--- src/rtl/pipe_pkg.sv ---
// rtl/pipe_pkg.sv - shared types and constants for the fetch/decode stage register
//
// Contents:
//   stage_state_e   : occupancy of the stage (EMPTY, BUSY, FULL)
//   RV32_NOP        : addi x0,x0,0, shown on the output while it holds no entry
//   if_id_payload_t : {addr, inst} entry held in the output register and the skid
package pipe_pkg;

  // The payload struct carries the RV32 fetch widths. Stages built with wider
  // parameters would need these widened to match.
  localparam int unsigned IF_ID_ADDR_W = 32;
  localparam int unsigned IF_ID_INST_W = 32;

  localparam logic [31:0] RV32_NOP = 32'h0000_0013;

  typedef enum logic [1:0] {
    EMPTY = 2'd0,
    BUSY  = 2'd1,
    FULL  = 2'd2
  } stage_state_e;

  typedef struct packed {
    logic [IF_ID_ADDR_W-1:0] addr;
    logic [IF_ID_INST_W-1:0] inst;
  } if_id_payload_t;

endpackage

--- src/rtl/sat_counter.sv ---
// rtl/sat_counter.sv - saturating up-counter with asynchronous active-low reset
//
// Ports:
//   clk   : rising-edge clock
//   rst_n : asynchronous active-low reset, clears the count
//   inc_i : add one this cycle unless already at all-ones
//   cnt_o : current count
module sat_counter #(
  parameter int unsigned W = 16
) (
  input  logic         clk,
  input  logic         rst_n,
  input  logic         inc_i,
  output logic [W-1:0] cnt_o
);

  always_ff @(posedge clk or negedge rst_n) begin
    if (!rst_n) begin
      cnt_o <= '0;
    end else if (inc_i && (cnt_o != {W{1'b1}})) begin
      cnt_o <= cnt_o + 1'b1;
    end
  end

endmodule

--- src/rtl/pipe_stage_skid.sv ---
// rtl/pipe_stage_skid.sv - fetch/decode stage register with valid/ready and a 2-entry skid
//
// Optional feature macro: PIPE_PERF_CNT_EN (adds stall/flush performance counters)
//
// Ports:
//   clk          : rising-edge clock
//   rst_n        : asynchronous active-low reset
//   flush_i      : synchronous flush, drops every held entry
//   in_valid_i   : upstream entry valid
//   in_ready_o   : stage can accept an entry (decoded from state only)
//   in_addr_i    : upstream PC
//   in_inst_i    : upstream instruction
//   out_valid_o  : output entry valid
//   out_ready_i  : downstream accepts the output entry
//   out_addr_o   : output PC (holds its last value when empty)
//   out_inst_o   : output instruction, NOP_INST when empty
//   stall_cnt_o  : cycles with out_valid_o=1 and out_ready_i=0 (PIPE_PERF_CNT_EN only)
//   flush_cnt_o  : cycles with flush_i=1 (PIPE_PERF_CNT_EN only)
module pipe_stage_skid
  import pipe_pkg::*;
#(
  parameter int unsigned        ADDR_W   = 32,
  parameter int unsigned        INST_W   = 32,
  parameter logic [INST_W-1:0]  NOP_INST = INST_W'(RV32_NOP),
  parameter int unsigned        CNT_W    = 16
) (
  input  logic              clk,
  input  logic              rst_n,
  input  logic              flush_i,
  input  logic              in_valid_i,
  output logic              in_ready_o,
  input  logic [ADDR_W-1:0] in_addr_i,
  input  logic [INST_W-1:0] in_inst_i,
  output logic              out_valid_o,
  input  logic              out_ready_i,
  output logic [ADDR_W-1:0] out_addr_o,
  output logic [INST_W-1:0] out_inst_o
`ifdef PIPE_PERF_CNT_EN
  ,
  output logic [CNT_W-1:0]  stall_cnt_o,
  output logic [CNT_W-1:0]  flush_cnt_o
`endif
);

  stage_state_e   state_q, state_d;
  if_id_payload_t out_q, skid_q, in_pl;
  logic           in_fire, out_fire;
  logic           load_out_in, load_out_skid, load_skid;

  assign in_pl.addr = IF_ID_ADDR_W'(in_addr_i);
  assign in_pl.inst = IF_ID_INST_W'(in_inst_i);

  // Ready depends only on the state register, so there is no combinational
  // path from out_ready_i back to the fetch stage.
  assign in_ready_o  = (state_q != FULL);
  assign out_valid_o = (state_q != EMPTY);
  assign in_fire     = in_valid_i & in_ready_o;
  assign out_fire    = out_valid_o & out_ready_i;

  always_comb begin
    state_d       = state_q;
    load_out_in   = 1'b0;
    load_out_skid = 1'b0;
    load_skid     = 1'b0;
    if (flush_i) begin
      // Any entry accepted this cycle is discarded; an out_fire this cycle has
      // already been taken by downstream, so nothing is lost from its view.
      state_d = EMPTY;
    end else begin
      case (state_q)
        EMPTY: begin
          if (in_fire) begin
            load_out_in = 1'b1;
            state_d     = BUSY;
          end
        end
        BUSY: begin
          if (in_fire && out_fire) begin
            load_out_in = 1'b1;
          end else if (in_fire) begin
            load_skid = 1'b1;
            state_d   = FULL;
          end else if (out_fire) begin
            state_d = EMPTY;
          end
        end
        FULL: begin
          // in_ready_o is low here, so only the drain direction can fire.
          if (out_fire) begin
            load_out_skid = 1'b1;
            state_d       = BUSY;
          end
        end
        default: state_d = EMPTY;
      endcase
    end
  end

  always_ff @(posedge clk or negedge rst_n) begin
    if (!rst_n) begin
      state_q <= EMPTY;
      out_q   <= '0;
      skid_q  <= '0;
    end else begin
      state_q <= state_d;
      if (load_out_in) begin
        out_q <= in_pl;
      end else if (load_out_skid) begin
        out_q <= skid_q;
      end
      if (load_skid) begin
        skid_q <= in_pl;
      end
    end
  end

  // The address register is never cleared by flush, so out_addr_o keeps the
  // last PC while the instruction falls back to the NOP.
  assign out_addr_o = ADDR_W'(out_q.addr);
  assign out_inst_o = out_valid_o ? INST_W'(out_q.inst) : NOP_INST;

`ifdef PIPE_PERF_CNT_EN
  sat_counter #(.W(CNT_W)) u_stall_cnt (
    .clk   (clk),
    .rst_n (rst_n),
    .inc_i (out_valid_o & ~out_ready_i),
    .cnt_o (stall_cnt_o)
  );

  sat_counter #(.W(CNT_W)) u_flush_cnt (
    .clk   (clk),
    .rst_n (rst_n),
    .inc_i (flush_i),
    .cnt_o (flush_cnt_o)
  );
`else
  // Counters absent: the stage behaves identically without them.
`endif

endmodule

--- config.mk ---
export PLATFORM = sky130hd
export DESIGN_NAME = pipe_stage_skid
export DESIGN_NICKNAME = d
export VERILOG_FILES = /design/src/rtl/pipe_pkg.sv /design/src/rtl/sat_counter.sv /design/src/rtl/pipe_stage_skid.sv
export SDC_FILE = /design/constraint.sdc
export NUM_CORES = 1
export LEC_CHECK = 0
export BUFFER_PORTS_ARGS = -buffer_cell sky130_fd_sc_hd__buf_2
export CAP_MARGIN = 30
export CORE_AREA = 5 5 126 128
export CTS_CLUSTER_SIZE = 20
export DETAILED_ROUTE_END_ITERATION = 10
export DIE_AREA = 0 0 131 133
export GPL_ROUTABILITY_DRIVEN = 0
export HOLD_SLACK_MARGIN = 0.15
export SLEW_MARGIN = 20
export SYNTH_ARGS = -nofsm -noshare
export SYNTH_HDL_FRONTEND = slang
export SYNTH_HIERARCHICAL = 1
export SYNTH_SLANG_ARGS = --single-unit
--- constraint.sdc ---
create_clock -name clk -period 1.9 [get_ports clk]
set_input_delay 0.19 -clock clk [delete_from_list [all_inputs] [get_ports clk]]
set_output_delay 0.19 -clock clk [all_outputs]
set_load 0.03 [all_outputs]
==> impl_metrics.env <==
export IMPL_status="complete, no violations"
export IMPL_syn_to_final_growth_pct=33.93
export IMPL_cell_internal_pwr_mw=6.181
export IMPL_async_reset_ff_share_pct=100.0
export IMPL_remaining_drc_errors=0
export IMPL_clk_transition_reported_paths_ns=0.06
export IMPL_clk_latency_worst_skew_pair_ns=0.41
export IMPL_mappedNetlistArea_um2=5738
export IMPL_library_cells_used_by_synthesis=25
export IMPL_syn_inst=433
export IMPL_detailroute_via_count=4015
export IMPL_slew_at_the_pin_closest_to_its_max_slew_limit_ns=0.3896
export IMPL_fin_total_pwr_mw=8.464
export IMPL_cts_hold_fix_buffers=68
export IMPL_route_antenna_remaining_nets=0
export IMPL_die_h_um=133
export IMPL_path_class="reg -> out"
export IMPL_report_final_slew_viol_count=0
export IMPL_layoutNonFillerInstCount=806
export IMPL_highest_layer="met4"
export IMPL_yosysTopAreaCell="sky130_fd_sc_hd__dfrtp_1"
export IMPL_power_share_clock_pct=37.0
export IMPL_via_per_inst=4.981
export IMPL_htree_num_levels=4
export IMPL_syn_mean_instance_area_um2=13.25
export IMPL_drive_above_1_share_pct=30.74
export IMPL_groute_usage_overall_pct=16.29
export IMPL_synth_top_cells_by_count="sky130_fd_sc_hd__dfrtp_1 (130), sky130_fd_sc_hd__a221o_1 (62), sky130_fd_sc_hd__mux2_1 (62)"
export IMPL_detail_route_wl_per_cell_um=16.85
export IMPL_global_route_wire_length_before_repair_um=22090
export IMPL_slew_headroom_pct=73.91
export IMPL_tns_ns=0
export IMPL_root_buffer="sky130_fd_sc_hd__clkbuf_16"
export IMPL_cp_arrival_ns=1.63
export IMPL_number_of_global_route_vias_before_repair=4336
export IMPL_final_number_of_hold_violating_endpoints=0
export IMPL_synthDominantCellAreaShare_pct=56.69
export IMPL_rows=45
export IMPL_hpwlAfterDp_um=8580
export IMPL_ys_flop_type="sky130_fd_sc_hd__dfrtp_1"
export IMPL_drv_max_cap_violation_count=0
export IMPL_core_um2=14750
export IMPL_floorplan_initialDensity_pct=38.90
export IMPL_wl_met1_um=5716
export IMPL_final_area_um2=7685
export IMPL_met2_length_um=7068
export IMPL_cts_buffer_depth=2
export IMPL_min_path_type="in -> async"
export IMPL_worst_ir_drop_vdd_mv=0.5328
export IMPL_n_fill_cell=1295
export IMPL_final_hold_worst_slack_ns=0.2358
export IMPL_grt_antenna_before_repair=0
export IMPL_worst_path_largest_cell_delay_ns=0.47
export IMPL_post_route_min_period_ns=1.816
export IMPL_crit_path_end_kind="output port"
export IMPL_cts_inserted_buffers=17
export IMPL_finalClockSkew_ns=0.005457
export IMPL_seqPwrFrac_pct=43.9
export IMPL_post_dp_cell_area_um2=6442
export IMPL_cts_repair_timing_setup_buffer_count=0
export IMPL_design_final_nets=676
export IMPL_critical_path_cell_chain="nor2_2, buf_4, or2_2, buf_2"
export IMPL_p_sw_share_pct=26.97
export IMPL_power_per_cell_area_nw_per_um2=1101
export IMPL_die_outline_area_um2=17420
export IMPL_synth_most_common_cell="sky130_fd_sc_hd__dfrtp_1"
export IMPL_numPlacedInstances=708
export IMPL_critical_path_peak_fanout=17
export IMPL_ys_seq_elements=130
export IMPL_cellLeakagePower_nw=3.609
export IMPL_port_buffers=134
export IMPL_grt_setup_unrepaired="no"
export IMPL_post_route_period_util_pct=95.58
export IMPL_total_switching_power_mw=2.283
export IMPL_post_synth_main_area_contributors="sky130_fd_sc_hd__dfrtp_1 (57%), sky130_fd_sc_hd__mux2_1 (12%), sky130_fd_sc_hd__a221o_1 (11%)"
export IMPL_critPathSlowestCell="sky130_fd_sc_hd__dfrtp_1"
export IMPL_yosysWarnings=6
export IMPL_combPwrFrac_pct=19.1
export IMPL_globalRoute_totalOverflow=0
export IMPL_critical_path_startpoint_type="flip-flop"
export IMPL_die_w_um=131
export IMPL_timing_fmax_mhz=550.7
export IMPL_io_pins=135
export IMPL_drt_iter0_markers=181
export IMPL_cts_resized_gates=0
export IMPL_cts_num_sinks=130
export IMPL_setup_viol=0
export IMPL_synth_edff_count=0
export IMPL_detail_route_wirelength_um=13580
export IMPL_router_iterations_before_antenna_repair=4
export IMPL_synth_nets=502
export IMPL_detailroute_wirelength_met3_um=540
export IMPL_diodes=0
export IMPL_synth_sequential_area_ratio_pct=56.69
export IMPL_crit_required_ns=1.71
export IMPL_grt_max_degree=65
export IMPL_tritoncts="done"
## sequential cells by signal, summed over array words and instances, names as in the netlist
| register | flops |
|---|---|
| state_q | 2 |
| skid_q | 64 |
| out_q | 32 |
| out_addr_o | 32 |
## placed cells by master (no fill, tap or decap), types with 2 or more instances in the layout
cell	instances
sky130_fd_sc_hd__mux2_2	6
sky130_fd_sc_hd__a221o_1	62
sky130_fd_sc_hd__a21oi_1	2
sky130_fd_sc_hd__clkbuf_8	3
sky130_fd_sc_hd__dfrtp_1	130
sky130_fd_sc_hd__and2_1	12
sky130_fd_sc_hd__nand2b_1	3
sky130_fd_sc_hd__and2_0	50
sky130_fd_sc_hd__buf_4	9
sky130_fd_sc_hd__nand2_1	2
sky130_fd_sc_hd__clkbuf_1	4
sky130_fd_sc_hd__mux2_1	62
sky130_fd_sc_hd__or2_2	3
sky130_fd_sc_hd__bufinv_16	2
sky130_fd_sc_hd__dlygate4sd3_1	68
sky130_fd_sc_hd__nor2b_1	30
sky130_fd_sc_hd__clkbuf_16	17
sky130_fd_sc_hd__clkinv_2	4
sky130_fd_sc_hd__buf_2	133
sky130_fd_sc_hd__buf_12	4
## critical path, delay by kind of cell, from the launching register on
| family | cells | cell delay (ns) |
|---|---|---|
| flip-flops | 1 | 0.47 |
| buffers and inverters | 2 | 0.38 |
| AND/OR/NAND/NOR | 2 | 0.36 |
## stage by stage
step / util, % / setup slack (ns)
2_1_floorplan: - / 0.3515
3_3_place_gp: 43.67 / 0.2359
3_5_place_dp: 43.67 / 0.1819
4_1_cts: 52.10 / 0.07200
5_1_grt: 52.10 / 0.0009818
6_report: 52.10 / 0.08404
## layout make-up
cell class,count,area [um^2],area share (%)
clock inverters,6,80.08,1.042
well taps,188,235.2,3.061
multi-input cells,242,2126,27.66
repair buffers,215,1505,19.59
clock buffers,24,481.7,6.268
inverters,1,3.754,0.04884
flip-flops and latches,130,3253,42.33
## path summary, 6_finish.rpt
check,start,to,slack (ns),cells after the start
worst max-delay path,state_q[1],out_inst_o[0],0.08,4
worst min-delay path,rst_n,out_addr_o[9],0.24,2
worst max register to register,state_q[1],skid_q[58],0.17,4
worst min register to register,skid_q[23],skid_q[23],0.48,1
max in group asynchronous,rst_n,skid_q[5],1.00,3
min in group clk,in_valid_i,state_q[0],0.30,4
## cells by family (layout without fill, tap and decap cells)
| group | after synthesis | count (layout) | share of synthesized area, % |
|---|---|---|---|
| flops | 130 | 130 | 56.69 |
| simple gates | 107 | 107 | 11.88 |
| mux | 68 | 68 | 13.34 |
| compound gates | 67 | 67 | 11.45 |
| buf+inv | 61 | 246 | 6.629 |
## per-layer routing
layer  vias up  GRT usage (%)
met5         -              0
met3        19          3.593
met2        90          27.96
li1       1879              -
met1      2027          19.47
met4         0          6.800
## power groups by stage
stage | Clock [mW] | Sequential [mW] | Combinational [mW]
after CTS | 3.21 | 3.72 | 1.64
after detailed placement | 0 | 3.75 | 1.53
final | 3.13 | 3.72 | 1.61
after floorplan | 0 | 3.65 | 1.23
after global placement | 0 | 3.73 | 1.48
after global routing | 3.33 | 3.79 | 1.76
No activity file was read; power rests on OpenSTA's default activity.
